## src/rtl/click_report_scheduler_pkg.sv

```systemverilog
// Shared cursor definitions: FSM encoding, button codes, fault tier and report payload.
package click_report_scheduler_pkg;

    localparam int unsigned CNT_W  = 32;
    localparam int unsigned BTN_W  = 2;
    localparam int unsigned AXIS_W = 8;
    localparam int unsigned TIER_W = 2;

    localparam logic [BTN_W-1:0]  BTN_NONE  = 2'b00;
    localparam logic [BTN_W-1:0]  BTN_LEFT  = 2'b01;
    localparam logic [BTN_W-1:0]  BTN_RIGHT = 2'b10;
    localparam logic [TIER_W-1:0] FAULT_TIER = 2'd2;

    typedef enum logic [2:0] {
        IDLE,
        PRESS,
        HOLD,
        RELEASE,
        REFRACT
    } state_e;

    typedef struct packed {
        logic [BTN_W-1:0]  buttons;
        logic [AXIS_W-1:0] dx;
        logic [AXIS_W-1:0] dy;
    } report_t;

    function automatic logic is_fault(input logic [TIER_W-1:0] tier);
        return tier >= FAULT_TIER;
    endfunction

endpackage

```

## src/rtl/click_report_scheduler_if.sv

```systemverilog
// Motion-offer and HID-report handshake bundle; master is the scheduler side.
interface click_report_scheduler_if;
    import click_report_scheduler_pkg::*;

    logic              mot_valid;
    logic [AXIS_W-1:0] mot_dx;
    logic [AXIS_W-1:0] mot_dy;
    logic              mot_ready;

    logic              rpt_valid;
    logic [BTN_W-1:0]  rpt_buttons;
    logic [AXIS_W-1:0] rpt_dx;
    logic [AXIS_W-1:0] rpt_dy;
    logic              rpt_ready;

    modport master (
        input  mot_valid, mot_dx, mot_dy, rpt_ready,
        output mot_ready, rpt_valid, rpt_buttons, rpt_dx, rpt_dy
    );

    modport slave (
        output mot_valid, mot_dx, mot_dy, rpt_ready,
        input  mot_ready, rpt_valid, rpt_buttons, rpt_dx, rpt_dy
    );

endinterface

```

## src/rtl/click_timer.sv

```systemverilog
// Saturating 32-bit cycle counter shared by the HOLD and REFRACT phases.
module click_timer
    import click_report_scheduler_pkg::*;
(
    input  logic             clk,
    input  logic             rst_n,
    input  logic             load,
    input  logic             count_en,
    input  logic [CNT_W-1:0] limit,
    output logic             done_c
);

    logic [CNT_W-1:0] count_q;

    // load zeroes the count; it saturates instead of wrapping
    always_ff @(posedge clk or negedge rst_n) begin
        if (!rst_n) begin
            count_q <= '0;
        end else if (load) begin
            count_q <= '0;
        end else if (count_en && (count_q != '1)) begin
            count_q <= count_q + CNT_W'(1);
        end
    end

    assign done_c = count_en && (count_q == limit);

endmodule

```

## src/rtl/click_report_scheduler.sv

```systemverilog
// Turns dwell-detector click levels into press/release HID reports, interleaving
// motion reports only while no click sequence is in flight.
module click_report_scheduler
    import click_report_scheduler_pkg::*;
#(
    parameter int unsigned CLICK_HOLD_CYCLES = 2_000_000,
    parameter int unsigned REFRACT_CYCLES    = 50_000_000
) (
    input  logic                  clk,
    input  logic                  rst_n,
    input  logic                  left_click,
    input  logic                  right_click,
    input  logic [TIER_W-1:0]     tier,
    click_report_scheduler_if.master bus
);

    localparam logic [CNT_W-1:0] HOLD_LAST    = CNT_W'(CLICK_HOLD_CYCLES - 1);
    localparam logic [CNT_W-1:0] REFRACT_LAST = CNT_W'(REFRACT_CYCLES - 1);

    state_e  state_q, state_d;
    report_t rpt_q;
    logic    rpt_valid_q;
    logic    run_q;
    logic    left_q, right_q;
    logic    pend_left_q, pend_right_q;

    logic             fault;
    logic             left_edge, right_edge, pend_any;
    logic             hs, mot_ready_c, mot_take;
    logic             load_press, load_release, clr_pend;
    logic             tmr_load, tmr_en, tmr_done_c;
    logic [CNT_W-1:0] tmr_limit;

    // run_q masks the first cycle after reset so a level already high is not an edge
    assign fault      = is_fault(tier);
    assign left_edge  = run_q && left_click  && !left_q;
    assign right_edge = run_q && right_click && !right_q;
    assign pend_any   = pend_left_q || pend_right_q;
    assign hs         = rpt_valid_q && bus.rpt_ready;

    assign mot_ready_c = run_q && !rpt_valid_q && !pend_any && !fault &&
                         ((state_q == IDLE) || (state_q == REFRACT));
    assign mot_take    = bus.mot_valid && mot_ready_c;

    assign tmr_en    = (state_q == HOLD) || (state_q == REFRACT);
    assign tmr_limit = (state_q == HOLD) ? HOLD_LAST : REFRACT_LAST;

    click_timer u_timer (
        .clk      (clk),
        .rst_n    (rst_n),
        .load     (tmr_load),
        .count_en (tmr_en),
        .limit    (tmr_limit),
        .done_c   (tmr_done_c)
    );

    always_ff @(posedge clk or negedge rst_n) begin
        if (!rst_n) begin
            state_q <= IDLE;
        end else begin
            state_q <= state_d;
        end
    end

    // Next state; a fault in HOLD forces the release so no button stays down
    always_comb begin
        state_d      = state_q;
        load_press   = 1'b0;
        load_release = 1'b0;
        clr_pend     = 1'b0;
        unique case (state_q)
            IDLE: begin
                if (fault) begin
                    clr_pend = 1'b1;
                end else if (pend_any && !rpt_valid_q) begin
                    state_d    = PRESS;
                    load_press = 1'b1;
                end
            end
            PRESS: begin
                if (hs) state_d = HOLD;
            end
            HOLD: begin
                if (fault || tmr_done_c) begin
                    state_d      = RELEASE;
                    load_release = 1'b1;
                end
            end
            RELEASE: begin
                if (hs) state_d = REFRACT;
            end
            REFRACT: begin
                if (fault || tmr_done_c) state_d = IDLE;
            end
            default: state_d = IDLE;
        endcase
        tmr_load = (state_d != state_q) || fault;
    end

    // Click edge capture; only one click may be pending, left wins a tie
    always_ff @(posedge clk or negedge rst_n) begin
        if (!rst_n) begin
            run_q        <= 1'b0;
            left_q       <= 1'b0;
            right_q      <= 1'b0;
            pend_left_q  <= 1'b0;
            pend_right_q <= 1'b0;
        end else begin
            run_q   <= 1'b1;
            left_q  <= left_click;
            right_q <= right_click;
            if (clr_pend || load_press) begin
                pend_left_q  <= 1'b0;
                pend_right_q <= 1'b0;
            end else if ((state_q == IDLE) && !fault && !pend_any) begin
                if (left_edge) begin
                    pend_left_q <= 1'b1;
                end else if (right_edge) begin
                    pend_right_q <= 1'b1;
                end
            end
        end
    end

    // Report register: loads never collide with a handshake, payload frozen while stalled
    always_ff @(posedge clk or negedge rst_n) begin
        if (!rst_n) begin
            rpt_q       <= '0;
            rpt_valid_q <= 1'b0;
        end else if (load_press) begin
            rpt_q       <= '{buttons: (pend_left_q ? BTN_LEFT : BTN_RIGHT), dx: '0, dy: '0};
            rpt_valid_q <= 1'b1;
        end else if (load_release) begin
            rpt_q       <= '{buttons: BTN_NONE, dx: '0, dy: '0};
            rpt_valid_q <= 1'b1;
        end else if (mot_take) begin
            rpt_q       <= '{buttons: BTN_NONE, dx: bus.mot_dx, dy: bus.mot_dy};
            rpt_valid_q <= 1'b1;
        end else if (hs) begin
            rpt_valid_q <= 1'b0;
        end
    end

    assign bus.mot_ready   = mot_ready_c;
    assign bus.rpt_valid   = rpt_valid_q;
    assign bus.rpt_buttons = rpt_q.buttons;
    assign bus.rpt_dx      = rpt_q.dx;
    assign bus.rpt_dy      = rpt_q.dy;

endmodule

```

## src/flat_wrapper.sv

```systemverilog
// flat-port wrapper written by rule: the top's interface ports become plain ports
module click_report_scheduler_flat import click_report_scheduler_pkg::*;
#(
    parameter int unsigned CLICK_HOLD_CYCLES = 2_000_000,
    parameter int unsigned REFRACT_CYCLES    = 50_000_000
)
  (clk, rst_n, left_click, right_click, tier, bus_mot_valid, bus_mot_dx, bus_mot_dy, bus_rpt_ready, bus_mot_ready, bus_rpt_valid, bus_rpt_buttons, bus_rpt_dx, bus_rpt_dy);
  click_report_scheduler_if bus_i ();
  input  logic clk;
  input  logic rst_n;
  input  logic left_click;
  input  logic right_click;
  input  logic [TIER_W-1:0] tier;
  input wire logic [$bits(bus_i.mot_valid)-1:0] bus_mot_valid;
  input wire logic [$bits(bus_i.mot_dx)-1:0] bus_mot_dx;
  input wire logic [$bits(bus_i.mot_dy)-1:0] bus_mot_dy;
  input wire logic [$bits(bus_i.rpt_ready)-1:0] bus_rpt_ready;
  output wire logic [$bits(bus_i.mot_ready)-1:0] bus_mot_ready;
  output wire logic [$bits(bus_i.rpt_valid)-1:0] bus_rpt_valid;
  output wire logic [$bits(bus_i.rpt_buttons)-1:0] bus_rpt_buttons;
  output wire logic [$bits(bus_i.rpt_dx)-1:0] bus_rpt_dx;
  output wire logic [$bits(bus_i.rpt_dy)-1:0] bus_rpt_dy;
  assign bus_i.mot_valid = bus_mot_valid;
  assign bus_i.mot_dx = bus_mot_dx;
  assign bus_i.mot_dy = bus_mot_dy;
  assign bus_i.rpt_ready = bus_rpt_ready;
  assign bus_mot_ready = bus_i.mot_ready;
  assign bus_rpt_valid = bus_i.rpt_valid;
  assign bus_rpt_buttons = bus_i.rpt_buttons;
  assign bus_rpt_dx = bus_i.rpt_dx;
  assign bus_rpt_dy = bus_i.rpt_dy;
  click_report_scheduler #(.CLICK_HOLD_CYCLES(CLICK_HOLD_CYCLES), .REFRACT_CYCLES(REFRACT_CYCLES)) u_core (.clk(clk), .rst_n(rst_n), .left_click(left_click), .right_click(right_click), .tier(tier), .bus(bus_i));
endmodule
```

## config.mk

```make
export PLATFORM = sky130hd
export DESIGN_NAME = click_report_scheduler_flat
export DESIGN_NICKNAME = d
export VERILOG_FILES = /design/src/rtl/click_report_scheduler_pkg.sv /design/src/rtl/click_report_scheduler_if.sv /design/src/rtl/click_timer.sv /design/src/rtl/click_report_scheduler.sv /design/src/flat_wrapper.sv
export SDC_FILE = /design/constraint.sdc
export NUM_CORES = 1
export LEC_CHECK = 0
export BUFFER_PORTS_ARGS = -buffer_cell sky130_fd_sc_hd__buf_2
export CAP_MARGIN = 40
export CORE_MARGIN = 3
export CORE_UTILIZATION = 52
export DETAILED_ROUTE_END_ITERATION = 12
export PLACE_DENSITY = 0.76
export SYNTH_ARGS = -nofsm -noshare
export SYNTH_HDL_FRONTEND = slang
export SYNTH_SLANG_ARGS = --single-unit
```

## constraint.sdc

```tcl
create_clock -name clk -period 1.9 [get_ports clk]
set_input_delay 0.38 -clock clk [delete_from_list [all_inputs] [get_ports clk]]
set_output_delay 0.38 -clock clk [all_outputs]
set_load 0.01 [all_outputs]
```

==> metrics <==
Filler Cell Count 337; PortBufs 42; core outline area 6030 um^2; Critical Path Stages 6; most used routing layer met2; Die Wd 85.8 um; HP Class in2async; Post-DRT Antenna Nets 0; Pwr Density 992 nW/um^2; RSZ-0062 raised after global routing yes; crit path buf inv count 1; grt met1 use 0.368; Mean Syn Cell Area 9.73 um^2; ys flop type dfrtp_1; syn_nets 365; post-DP HPWL 6480 um; nature of the critical path endpoint flip-flop; Final GP Congestion 0.884; Seq/Total Area, Yosys 0.446; num rows 28; worst path cell trace or4b_4, nor4_4, nand4_4, a21oi_4, buf_12, a22oi_1; Slew Limit Fails 0; final cell count without fillers 547; IR drop worst, VDD 0.875 mV; r2r startpoint u_core.u_timer.count_q[23]; Area Overhead vs Synth 46.0%; Crit path arrival time 2.35 ns; CTS tree yes; Tmin final 2.13 ns; synth unique cells 56; highest clock rate 0.469 GHz; status finished, violations left; vias post-DR 3557; leading post-synthesis cells by instance count dfrtp_1, nand2_1, a21oi_1; Leak 2.12 nW; slowest stage delay, CP 0.57 ns; layout cells sized above 1 0.477; Worst Setup Start Kind flip-flop; Vias per Instance 6.50; post-synth top area share 0.446; actual slew at the worst max-slew pin 0.582 ns; count leader, synth dfrtp_1; fin crit share 1.12; Synth Warn # 0; clk buf depth 2; gr usage total 0.299; DIE AREA 7360 um^2; synthesized instance count 340; TritonCTS buffer count 9; Worst Skew 0.0115 ns; slowest CP cell or4b_4; post-layout worst setup margin -0.230 ns; vias in the first global route 3464; failing checks negative setup slack; fin nets 492; gr ovfl total 0; ant diodes 0; Initial Util 0.549; Iter 0 DRT Violations 407; first-pass GRT wire length 17100 um; Clock Pin Slew Worst Setup and Hold Paths 0.08 ns; Crit Path Class reg2reg; met2 GRT Util 0.510; worst-skew pair later-pin latency 0.35 ns; H-tree levels 3; DR WL/cell 20.6 um; number of synthesized flops with an enable pin 0; Routed Wire Length 11300 um; CP Max Fanout 26; Residual DRC 0; Worst slew margin 0.608; Post-Syn Area 3310 um^2; num ports 44; final setup TNS -8.10 ns; Top delay family on crit path simple AND/OR/NAND/NOR gates; DP Cell Count 518; initial antenna violation count 0; Post-synth ARST share 1.00; die height 85.8 um; ranking of synthesized cells by area dfrtp_1, a22oi_1, nand2_1, a21oi_1, nand3_1; Final Hold Vio Count 0; clock sinks 59; DRT Pass-1 Iters 7; M3 GR Usage 0.0490; Reg2Reg Depth 6; origin of the worst setup path u_core.u_timer.count_q[23]; number of max-cap violations 0; FF+latch count, synth 59; largest net degree at the start of global routing 60; Final Setup Violations 51; Yosys top cell by area dfrtp_1; required time of the critical path 2.12 ns; CTS root buf clkbuf_8
## per-layer routing
metal,wire [um],up-vias,share of wire
met5,0,-,0
met4,358,0,0.032
met3,752,53,0.067
met2,5830,201,0.52
met1,4310,1733,0.38
li1,-,1570,-
## power breakdown
part | leakage [nW] | total, mW | internal [mW] | switching [mW]
logic | 1.22 | 1.94 | 0.851 | 1.09
clock network | 0.0987 | 1.19 | 0.640 | 0.553
registers | 0.803 | 1.67 | 1.48 | 0.189
total | 2.12 | 4.80 | 2.97 | 1.83
## flip-flops by register name, indices dropped and copies added (netlist names), 2 cells and up
register / count
u_core.state_q: 3
u_core.bus.rpt_dy: 8
u_core.bus.rpt_buttons: 2
u_core.u_timer.count_q: 32
u_core.bus.rpt_dx: 8
## per-stage QoR
step | area, um^2 | worst slack [ns] | hold slack (ns) | power [mW] | util
after global routing | 4830 | -0.334 | 0.0422 | 5.01 | 0.802
final | 4830 | -0.230 | 0.0171 | 4.80 | 0.802
after detailed placement | 4230 | -0.213 | 0.407 | 3.12 | 0.702
after CTS | 4650 | -0.213 | 0.0293 | 4.45 | 0.772
after floorplan | 3400 | -0.140 | 0.0844 | 2.50 | -
after global placement | 4230 | -0.204 | 0.406 | 3.07 | 0.702
## cells in the final DEF (no fill, tap or decap), types with 3 or more instances in the layout
cell / n
o21ai_0: 11
nand4_4: 3
or4_4: 5
o31ai_1: 11
nand2_2: 3
buf_2: 41
dfrtp_1: 57
nand4_1: 14
a22oi_2: 3
or4_1: 8
nor2_1: 10
nor4_4: 5
xor2_1: 6
nor3_1: 3
inv_1: 4
buf_12: 5
a21oi_2: 20
xnor2_1: 5
nand2_1: 35
a22oi_1: 19
a21oi_1: 8
a311oi_1: 3
nand3_1: 24
or3_1: 7
and4_1: 4
or3_4: 3
or4b_4: 4
buf_6: 8
clkbuf_8: 10
buf_4: 78
## cells by family after synthesis
| group | after synthesis | share of synthesized area |
|---|---|---|
| AOI/OAI and AO/OA | 87 | 0.178 |
| muxes | 2 | 0.00605 |
| other | 1 | 0.00113 |
| buffers and inverters | 23 | 0.0408 |
| DFF | 59 | 0.446 |
| xor gates and xnor gates | 12 | 0.0318 |
| adders and majority gates | 1 | 0.00378 |
| and+or+nand+nor | 155 | 0.292 |
## final cells by class
type / count / area [um^2] / area share
Clock buffer: 10 / 138 / 0.0285
Sequential cell: 59 / 1480 / 0.306
Timing Repair Buffer: 135 / 1050 / 0.217
Tap cell: 75 / 93.8 / 0.0194
Inverter: 4 / 15.0 / 0.00311
Multi-Input combinational cell: 258 / 2000 / 0.413
Clock inverter: 6 / 63.8 / 0.0132
## worst paths after layout
check / slack [ns] / to
min: 0.02 / u_core.right_q
max: -0.23 / u_core.u_timer.count_q[23]
min in group clk: 0.15 / u_core.right_q
max in group asynchronous: 1.60 / u_core.u_timer.count_q[18]
min reg2reg: 0.53 / u_core.bus.rpt_dy[3]
max reg2reg: -0.23 / u_core.u_timer.count_q[23]
## repair_timing
item	CTS	global route
pin swaps	3	5
buffers inserted	9	2
cloned	1	1
resized for setup	29	33
endpoints found under the setup margin	52	55
hold buffers	0	0
Power figures use the tool's default switching activity.
